## src/rtl/mips_instruction_op_func_encode_if.sv

```systemverilog
// mips_instruction_op_func_encode_if
//   Bundles the request and result handshakes of the MIPS opFunc encoder.
//   Request side : inValid/inReady, opFunc[6:0], rs, rt, rd, shamt (5 bits),
//                  imm[31:0], wide
//   Result side  : outValid/outReady, word[31:0], last
//   master : the producer of requests and consumer of words (e.g. a loader)
//   slave  : the encoder itself
interface mips_instruction_op_func_encode_if;
  logic        inValid;
  logic        inReady;
  logic [6:0]  opFunc;
  logic [4:0]  rs;
  logic [4:0]  rt;
  logic [4:0]  rd;
  logic [4:0]  shamt;
  logic [31:0] imm;
  logic        wide;
  logic        outValid;
  logic        outReady;
  logic [31:0] word;
  logic        last;

  modport master (
    output inValid, opFunc, rs, rt, rd, shamt, imm, wide, outReady,
    input  inReady, outValid, word, last
  );

  modport slave (
    input  inValid, opFunc, rs, rt, rd, shamt, imm, wide, outReady,
    output inReady, outValid, word, last
  );
endinterface

```

## src/rtl/mips_instruction_op_func_encode.sv

```systemverilog
// mips_instruction_op_func_encode
//   Turns an opFunc code plus register/immediate fields into a 32-bit MIPS
//   instruction word. One request is accepted per inValid&&inReady and its
//   word(s) are presented registered on the result handshake.
//
// Ports:
//   clock  : rising-edge clock
//   resetN : synchronous active-low reset
//   bus    : request/result handshake bundle (slave modport)
//
// Configuration macro: MIPS_INSTRUCTION_OPFUNC_ENCODE_WIDE_EN
//   Defined   : a 'wide' request loads a full 32-bit immediate into rt and
//               may expand into a lui/ori pair (FIRST state + pending word).
//   Undefined : 'wide' is ignored; every request yields one word, last = 1.
module mips_instruction_op_func_encode (
  input  logic clock,
  input  logic resetN,
  mips_instruction_op_func_encode_if.slave bus
);

  localparam logic [5:0] OP_LUI = 6'b001111;
  localparam logic [5:0] OP_ORI = 6'b001101;

`ifdef MIPS_INSTRUCTION_OPFUNC_ENCODE_WIDE_EN
  typedef enum logic [1:0] {
    IDLE  = 2'd0,
    HOLD  = 2'd1,
    FIRST = 2'd2
  } state_t;
`else
  typedef enum logic {
    IDLE = 1'b0,
    HOLD = 1'b1
  } state_t;
`endif

  // Encodes a non-wide request: R-format, J-format (j/jal) or I-format.
  function automatic logic [31:0] encode_normal(
    input logic [6:0]  op_func,
    input logic [4:0]  rs,
    input logic [4:0]  rt,
    input logic [4:0]  rd,
    input logic [4:0]  shamt,
    input logic [25:0] imm
  );
    logic [31:0] w;
    if (op_func[6]) begin
      w = {6'b000000, rs, rt, rd, shamt, op_func[5:0]};
    end else if (op_func[5:1] == 5'b00001) begin
      w = {op_func[5:0], imm[25:0]};
    end else begin
      w = {op_func[5:0], rs, rt, imm[15:0]};
    end
    return w;
  endfunction

  state_t      state_r;
  state_t      state_nxt_s;
  logic [31:0] word_r;
  logic [31:0] word_nxt_s;
  logic        last_r;
  logic        last_nxt_s;
  logic [31:0] new_word_s;
  logic        new_last_s;
  logic        out_valid_s;
  logic        in_ready_s;
  logic        accept_s;
  logic        take_s;

`ifdef MIPS_INSTRUCTION_OPFUNC_ENCODE_WIDE_EN
  logic [31:0] pend_r;
  logic [31:0] pend_nxt_s;
  logic [31:0] new_pend_s;
  logic        new_pair_s;
  logic [15:0] imm_hi_s;
  logic [15:0] imm_lo_s;

  assign imm_hi_s = bus.imm[31:16];
  assign imm_lo_s = bus.imm[15:0];
`else
  // Fields that only the wide path would consume.
  logic unused_s;
  assign unused_s = ^{bus.wide, bus.imm[31:26]};
`endif

  assign out_valid_s = (state_r != IDLE);
  assign take_s      = out_valid_s && bus.outReady;

  // Ready depends only on reset, state and outReady, never on inValid.
`ifdef MIPS_INSTRUCTION_OPFUNC_ENCODE_WIDE_EN
  assign in_ready_s = resetN && (state_r != FIRST) && (!out_valid_s || bus.outReady);
`else
  assign in_ready_s = resetN && (!out_valid_s || bus.outReady);
`endif
  assign accept_s = bus.inValid && in_ready_s;

  // Word(s) the current request would load if accepted this cycle.
  always_comb begin
    new_word_s = encode_normal(bus.opFunc, bus.rs, bus.rt, bus.rd, bus.shamt, bus.imm[25:0]);
    new_last_s = 1'b1;
`ifdef MIPS_INSTRUCTION_OPFUNC_ENCODE_WIDE_EN
    new_pair_s = 1'b0;
    new_pend_s = 32'h0000_0000;
    if (bus.wide) begin
      if (imm_hi_s == 16'h0000) begin
        // Upper half empty (including imm == 0): ori from $0 alone.
        new_word_s = {OP_ORI, 5'd0, bus.rt, imm_lo_s};
      end else if (imm_lo_s == 16'h0000) begin
        new_word_s = {OP_LUI, 5'd0, bus.rt, imm_hi_s};
      end else begin
        new_word_s = {OP_LUI, 5'd0, bus.rt, imm_hi_s};
        new_last_s = 1'b0;
        new_pair_s = 1'b1;
        new_pend_s = {OP_ORI, bus.rt, bus.rt, imm_lo_s};
      end
    end else begin
      new_pair_s = 1'b0;
    end
`endif
  end

  // Next-state and output-register update for the output FSM.
  always_comb begin
    state_nxt_s = state_r;
    word_nxt_s  = word_r;
    last_nxt_s  = last_r;
`ifdef MIPS_INSTRUCTION_OPFUNC_ENCODE_WIDE_EN
    pend_nxt_s  = pend_r;
`endif
    case (state_r)
      IDLE, HOLD: begin
        if (accept_s) begin
          // A take in HOLD coincides with this load, so no bubble.
          word_nxt_s  = new_word_s;
          last_nxt_s  = new_last_s;
`ifdef MIPS_INSTRUCTION_OPFUNC_ENCODE_WIDE_EN
          pend_nxt_s  = new_pend_s;
          state_nxt_s = new_pair_s ? FIRST : HOLD;
`else
          state_nxt_s = HOLD;
`endif
        end else if (take_s) begin
          state_nxt_s = IDLE;
        end else begin
          state_nxt_s = state_r;
        end
      end
`ifdef MIPS_INSTRUCTION_OPFUNC_ENCODE_WIDE_EN
      FIRST: begin
        if (take_s) begin
          state_nxt_s = HOLD;
          word_nxt_s  = pend_r;
          last_nxt_s  = 1'b1;
          pend_nxt_s  = 32'h0000_0000;
        end else begin
          state_nxt_s = FIRST;
        end
      end
`endif
      default: begin
        state_nxt_s = IDLE;
      end
    endcase
  end

  // State and output registers with synchronous reset.
  always_ff @(posedge clock) begin
    if (!resetN) begin
      state_r <= IDLE;
      word_r  <= 32'h0000_0000;
      last_r  <= 1'b0;
    end else begin
      state_r <= state_nxt_s;
      word_r  <= word_nxt_s;
      last_r  <= last_nxt_s;
    end
  end

`ifdef MIPS_INSTRUCTION_OPFUNC_ENCODE_WIDE_EN
  // Pending ori of a lui/ori pair; reset drops any half-emitted pair.
  always_ff @(posedge clock) begin
    if (!resetN) begin
      pend_r <= 32'h0000_0000;
    end else begin
      pend_r <= pend_nxt_s;
    end
  end
`endif

  assign bus.inReady  = in_ready_s;
  assign bus.outValid = out_valid_s;
  assign bus.word     = word_r;
  assign bus.last     = last_r;

endmodule

```

## src/flat_wrapper.sv

```systemverilog
// flat-port wrapper written by rule: the top's interface ports become plain ports
module mips_instruction_op_func_encode_flat 
  (clock, resetN, bus_inValid, bus_opFunc, bus_rs, bus_rt, bus_rd, bus_shamt, bus_imm, bus_wide, bus_outReady, bus_inReady, bus_outValid, bus_word, bus_last);
  mips_instruction_op_func_encode_if bus_i ();
  input  logic clock;
  input  logic resetN;
  input wire logic [$bits(bus_i.inValid)-1:0] bus_inValid;
  input wire logic [$bits(bus_i.opFunc)-1:0] bus_opFunc;
  input wire logic [$bits(bus_i.rs)-1:0] bus_rs;
  input wire logic [$bits(bus_i.rt)-1:0] bus_rt;
  input wire logic [$bits(bus_i.rd)-1:0] bus_rd;
  input wire logic [$bits(bus_i.shamt)-1:0] bus_shamt;
  input wire logic [$bits(bus_i.imm)-1:0] bus_imm;
  input wire logic [$bits(bus_i.wide)-1:0] bus_wide;
  input wire logic [$bits(bus_i.outReady)-1:0] bus_outReady;
  output wire logic [$bits(bus_i.inReady)-1:0] bus_inReady;
  output wire logic [$bits(bus_i.outValid)-1:0] bus_outValid;
  output wire logic [$bits(bus_i.word)-1:0] bus_word;
  output wire logic [$bits(bus_i.last)-1:0] bus_last;
  assign bus_i.inValid = bus_inValid;
  assign bus_i.opFunc = bus_opFunc;
  assign bus_i.rs = bus_rs;
  assign bus_i.rt = bus_rt;
  assign bus_i.rd = bus_rd;
  assign bus_i.shamt = bus_shamt;
  assign bus_i.imm = bus_imm;
  assign bus_i.wide = bus_wide;
  assign bus_i.outReady = bus_outReady;
  assign bus_inReady = bus_i.inReady;
  assign bus_outValid = bus_i.outValid;
  assign bus_word = bus_i.word;
  assign bus_last = bus_i.last;
  mips_instruction_op_func_encode u_core (.clock(clock), .resetN(resetN), .bus(bus_i));
endmodule
```

## config.mk

```make
export PLATFORM = sky130hd
export DESIGN_NAME = mips_instruction_op_func_encode_flat
export DESIGN_NICKNAME = d
export VERILOG_FILES = /design/src/rtl/mips_instruction_op_func_encode_if.sv /design/src/rtl/mips_instruction_op_func_encode.sv /design/src/flat_wrapper.sv
export SDC_FILE = /design/constraint.sdc
export NUM_CORES = 1
export LEC_CHECK = 0
export ABC_AREA = 0
export BUFFER_PORTS_ARGS = -buffer_cell sky130_fd_sc_hd__clkbuf_2
export CORE_MARGIN = 8
export CORE_UTILIZATION = 30
export DETAILED_ROUTE_END_ITERATION = 7
export GPL_TIMING_DRIVEN = 0
export PLACE_DENSITY = 0.7
export SYNTH_ARGS = -nofsm -noshare
export SYNTH_HDL_FRONTEND = slang
export SYNTH_SLANG_ARGS = --single-unit
```

## constraint.sdc

```tcl
create_clock -name clock -period 3.33 [get_ports clock]
set_clock_uncertainty 0.1 [all_clocks]
set_input_delay 0.666 -clock clock [delete_from_list [all_inputs] [get_ports clock]]
set_output_delay 0.666 -clock clock [all_outputs]
set_load 0.02 [all_outputs]
```

==> flow_summary.ini <==
[global_route]
grt_pass1_vias = 1525
grt_overflow = 0
grt_max_degree = 11
grtUsageTotal_pct = 11.70
grt_antenna_before_repair = 0
grt_pass1_wl_um = 6996

[worst_setup_path]
cp.arrival_ns = 1.62
critPathKind = in -> out
cp_max_fo = 10
critPathCaptureType = primary output
cp.required_ns = 2.56
start_kind = input pin

[clocking]
clk_latency_ns = 0.27
cts_setup_buffers = 0
cts_hold_buf = 0
cts_resized = 0
cts_root_buffer = clkbuf_8
tritoncts = built
clk_pin_slew_ns = 0.06
ctsLongestPathBuffers = 2
htreeDepth = 2
cts_buffers = 5
cts.sinks = 34

[detailed_routing]
drt-pass1-iter-count = 4
vias = 1452
drt_iter0_markers = 66
drc_errors = 0
avgRoutedWirePerCell_um = 14.08
drtAntennaViolNets = 0
drt_wl_total_um = 4520
routed_via_density = 4.523

[layout]
final_nets = 314
area_growth_pct = 41.84
num_antenna_cells = 0
layout-drive-gt1-share_pct = 45.02

[synth]
synth_top_flop_cell = dfxtp_1
synth_area_leaders = dfxtp_1 44%, mux2i_1 17%, o211a_1 10%, nand2_1 6.1%, a21boi_0 3.4%
syn_area_per_cell_um2 = 10.12
yosysWarnings = 0
yosysTopAreaCellShare_pct = 43.94
synthMuxAreaShare_pct = 16.80
synth_area_mm2 = 0.001549
ys_types = 20
synth_fa_ha_area_share_pct = 0
ys_ff_latch = 34
async_flop_share_pct = 0
synth_top_family_by_area = simple AND/OR/NAND/NOR gates
synth-seq-area-share_pct = 43.94
synth_compound_area_share_pct = 16.96
synthCells = 153
synth-xor-area-share_pct = 0
synth-simple-area-share_pct = 17.04
synth_edf_count = 0
yosysTopAreaCell = dfxtp_1
synth_nets = 217

[pwr]
seqPwrFrac_pct = 45.5
p_leak_nw = 1.286
switchingPower_mw = 0.2575
power_density_mw_per_mm2 = 446.4
clkPwrFrac_pct = 35.7
netSwitchingFraction_pct = 26.25
ir_drop_uv = 288.7
power_frac_comb_pct = 18.7
intPower_mw = 0.7234

[floorplanning]
fp.dieArea_mm2 = 0.007719
die_w_um = 87.86
io_pins = 99
core-area_mm2 = 0.005042
chipHeight_um = 87.86
initial_core_util_pct = 30.72
rows = 26

[flow_run]
maxCapViolations = 0

[sta]
finalSetupViolCount = 0
min_period_ns = 2.383
slew_viol_final = 0
rsz0062_at_grt = false
holdWs_ns = 0.3518
fmax_mhz = 419.7
max-slew-margin-rel_pct = 68.87
tightest_slew_ns = 0.4670
finalCritPeriodShare_pct = 71.55
hold_viol = 0
tns_ns = 0

[run_status]
status = complete, no violations

[placed_design]
io_buffers = 90
place_congestion = 0.7051
post-dp-hpwl_um = 3647

[hold_path]
min_path_type = reg -> reg
cell usage in the layout (no fill, tap or decap), types with 3 or more instances in the layout:
master,Yosys,layout
a21boi_0,7,7
buf_2,5,5
buf_6,3,3
clkbuf_1,3,3
clkbuf_2,0,90
clkbuf_8,0,8
dfxtp_1,34,34
mux2i_1,26,26
nand2_1,25,25
nand3_1,10,10
nand3b_1,5,5
o211a_1,16,16
o21ai_1,10,10
Yosys cell counts (all sizes together) (3+ instances only):
library cell	instances
buf	9
clkbuf	3
o211a	16
nand2	26
mux2i	26
nand3b	5
dfxtp	34
nand3	11
a21boi	7
o21ai	10
power groups by stage:
stage	Sequential [mW]	Clock, mW	Combinational (mW)
2_1_floorplan	0.488	0	0.0732
3_3_place_gp	0.454	0	0.185
3_5_place_dp	0.456	0	0.187
4_1_cts	0.447	0.362	0.188
5_1_grt	0.450	0.378	0.201
6_report	0.447	0.350	0.184
critical path: stages:
cell and delay, ns:
buf_2 0.18, clkbuf_1 0.40, and2_1 0.20, clkbuf_2 0.17
layout make-up:
type                            count  area [um^2]
Fill cell                         527         2845
Multi-Input combinational cell    106        787.0
Sequential cell                    34        680.7
Timing Repair Buffer               90        450.4
Clock buffer                        8        110.1
Tap cell                           70        87.58
Buffer                             12        77.57
Inverter                            1        3.754
flip-flops by register name (all words and copies together), names as in the netlist:
register and count:
u_core.bus.last 1, u_core.bus.outValid 1, u_core.bus.word 32
per-layer routing:
layer,vias up,GRT usage (%),part of all wire [%]
li1,737,-,-
met2,40,20.25,51
met3,5,5.722,8.6
met1,670,12.23,40
met4,0,3.281,0.75
met5,-,0,0
worst paths after layout:
kind                            slack, ns  depth (start not counted)                 from             endpoint
worst max-delay path                 0.95                          4               resetN          bus_inReady
worst min-delay path                 0.35                          2      u_core.bus.last      u_core.bus.last
worst max register to register       1.99                          4  u_core.bus.outValid  u_core.bus.word[19]
worst min register to register       0.35                          2      u_core.bus.last      u_core.bus.last
stage by stage:
| step | setup slack, ns | utilization (%) | total power, mW | cells | instance area (um^2) |
|---|---|---|---|---|---|
| after floorplan | 1.206 | - | 0.5614 | 153 | 1549 |
| after global placement | 0.9051 | 41.39 | 0.6394 | 313 | 2087 |
| after detailed placement | 0.8930 | 41.39 | 0.6431 | 313 | 2087 |
| after CTS | 0.8909 | 43.57 | 0.9965 | 321 | 2197 |
| after global routing | 0.8236 | 43.57 | 1.029 | 321 | 2197 |
| final | 0.9473 | 43.57 | 0.9809 | 321 | 2197 |
cells by family after synthesis:
| kind of cell | Yosys count |
|---|---|
| AOI/OAI and AO/OA | 33 |
| buffers and inverters | 13 |
| DFF | 34 |
| muxes | 26 |
| and+or+nand+nor | 47 |
Note: power is estimated with default switching activity, not from simulation.
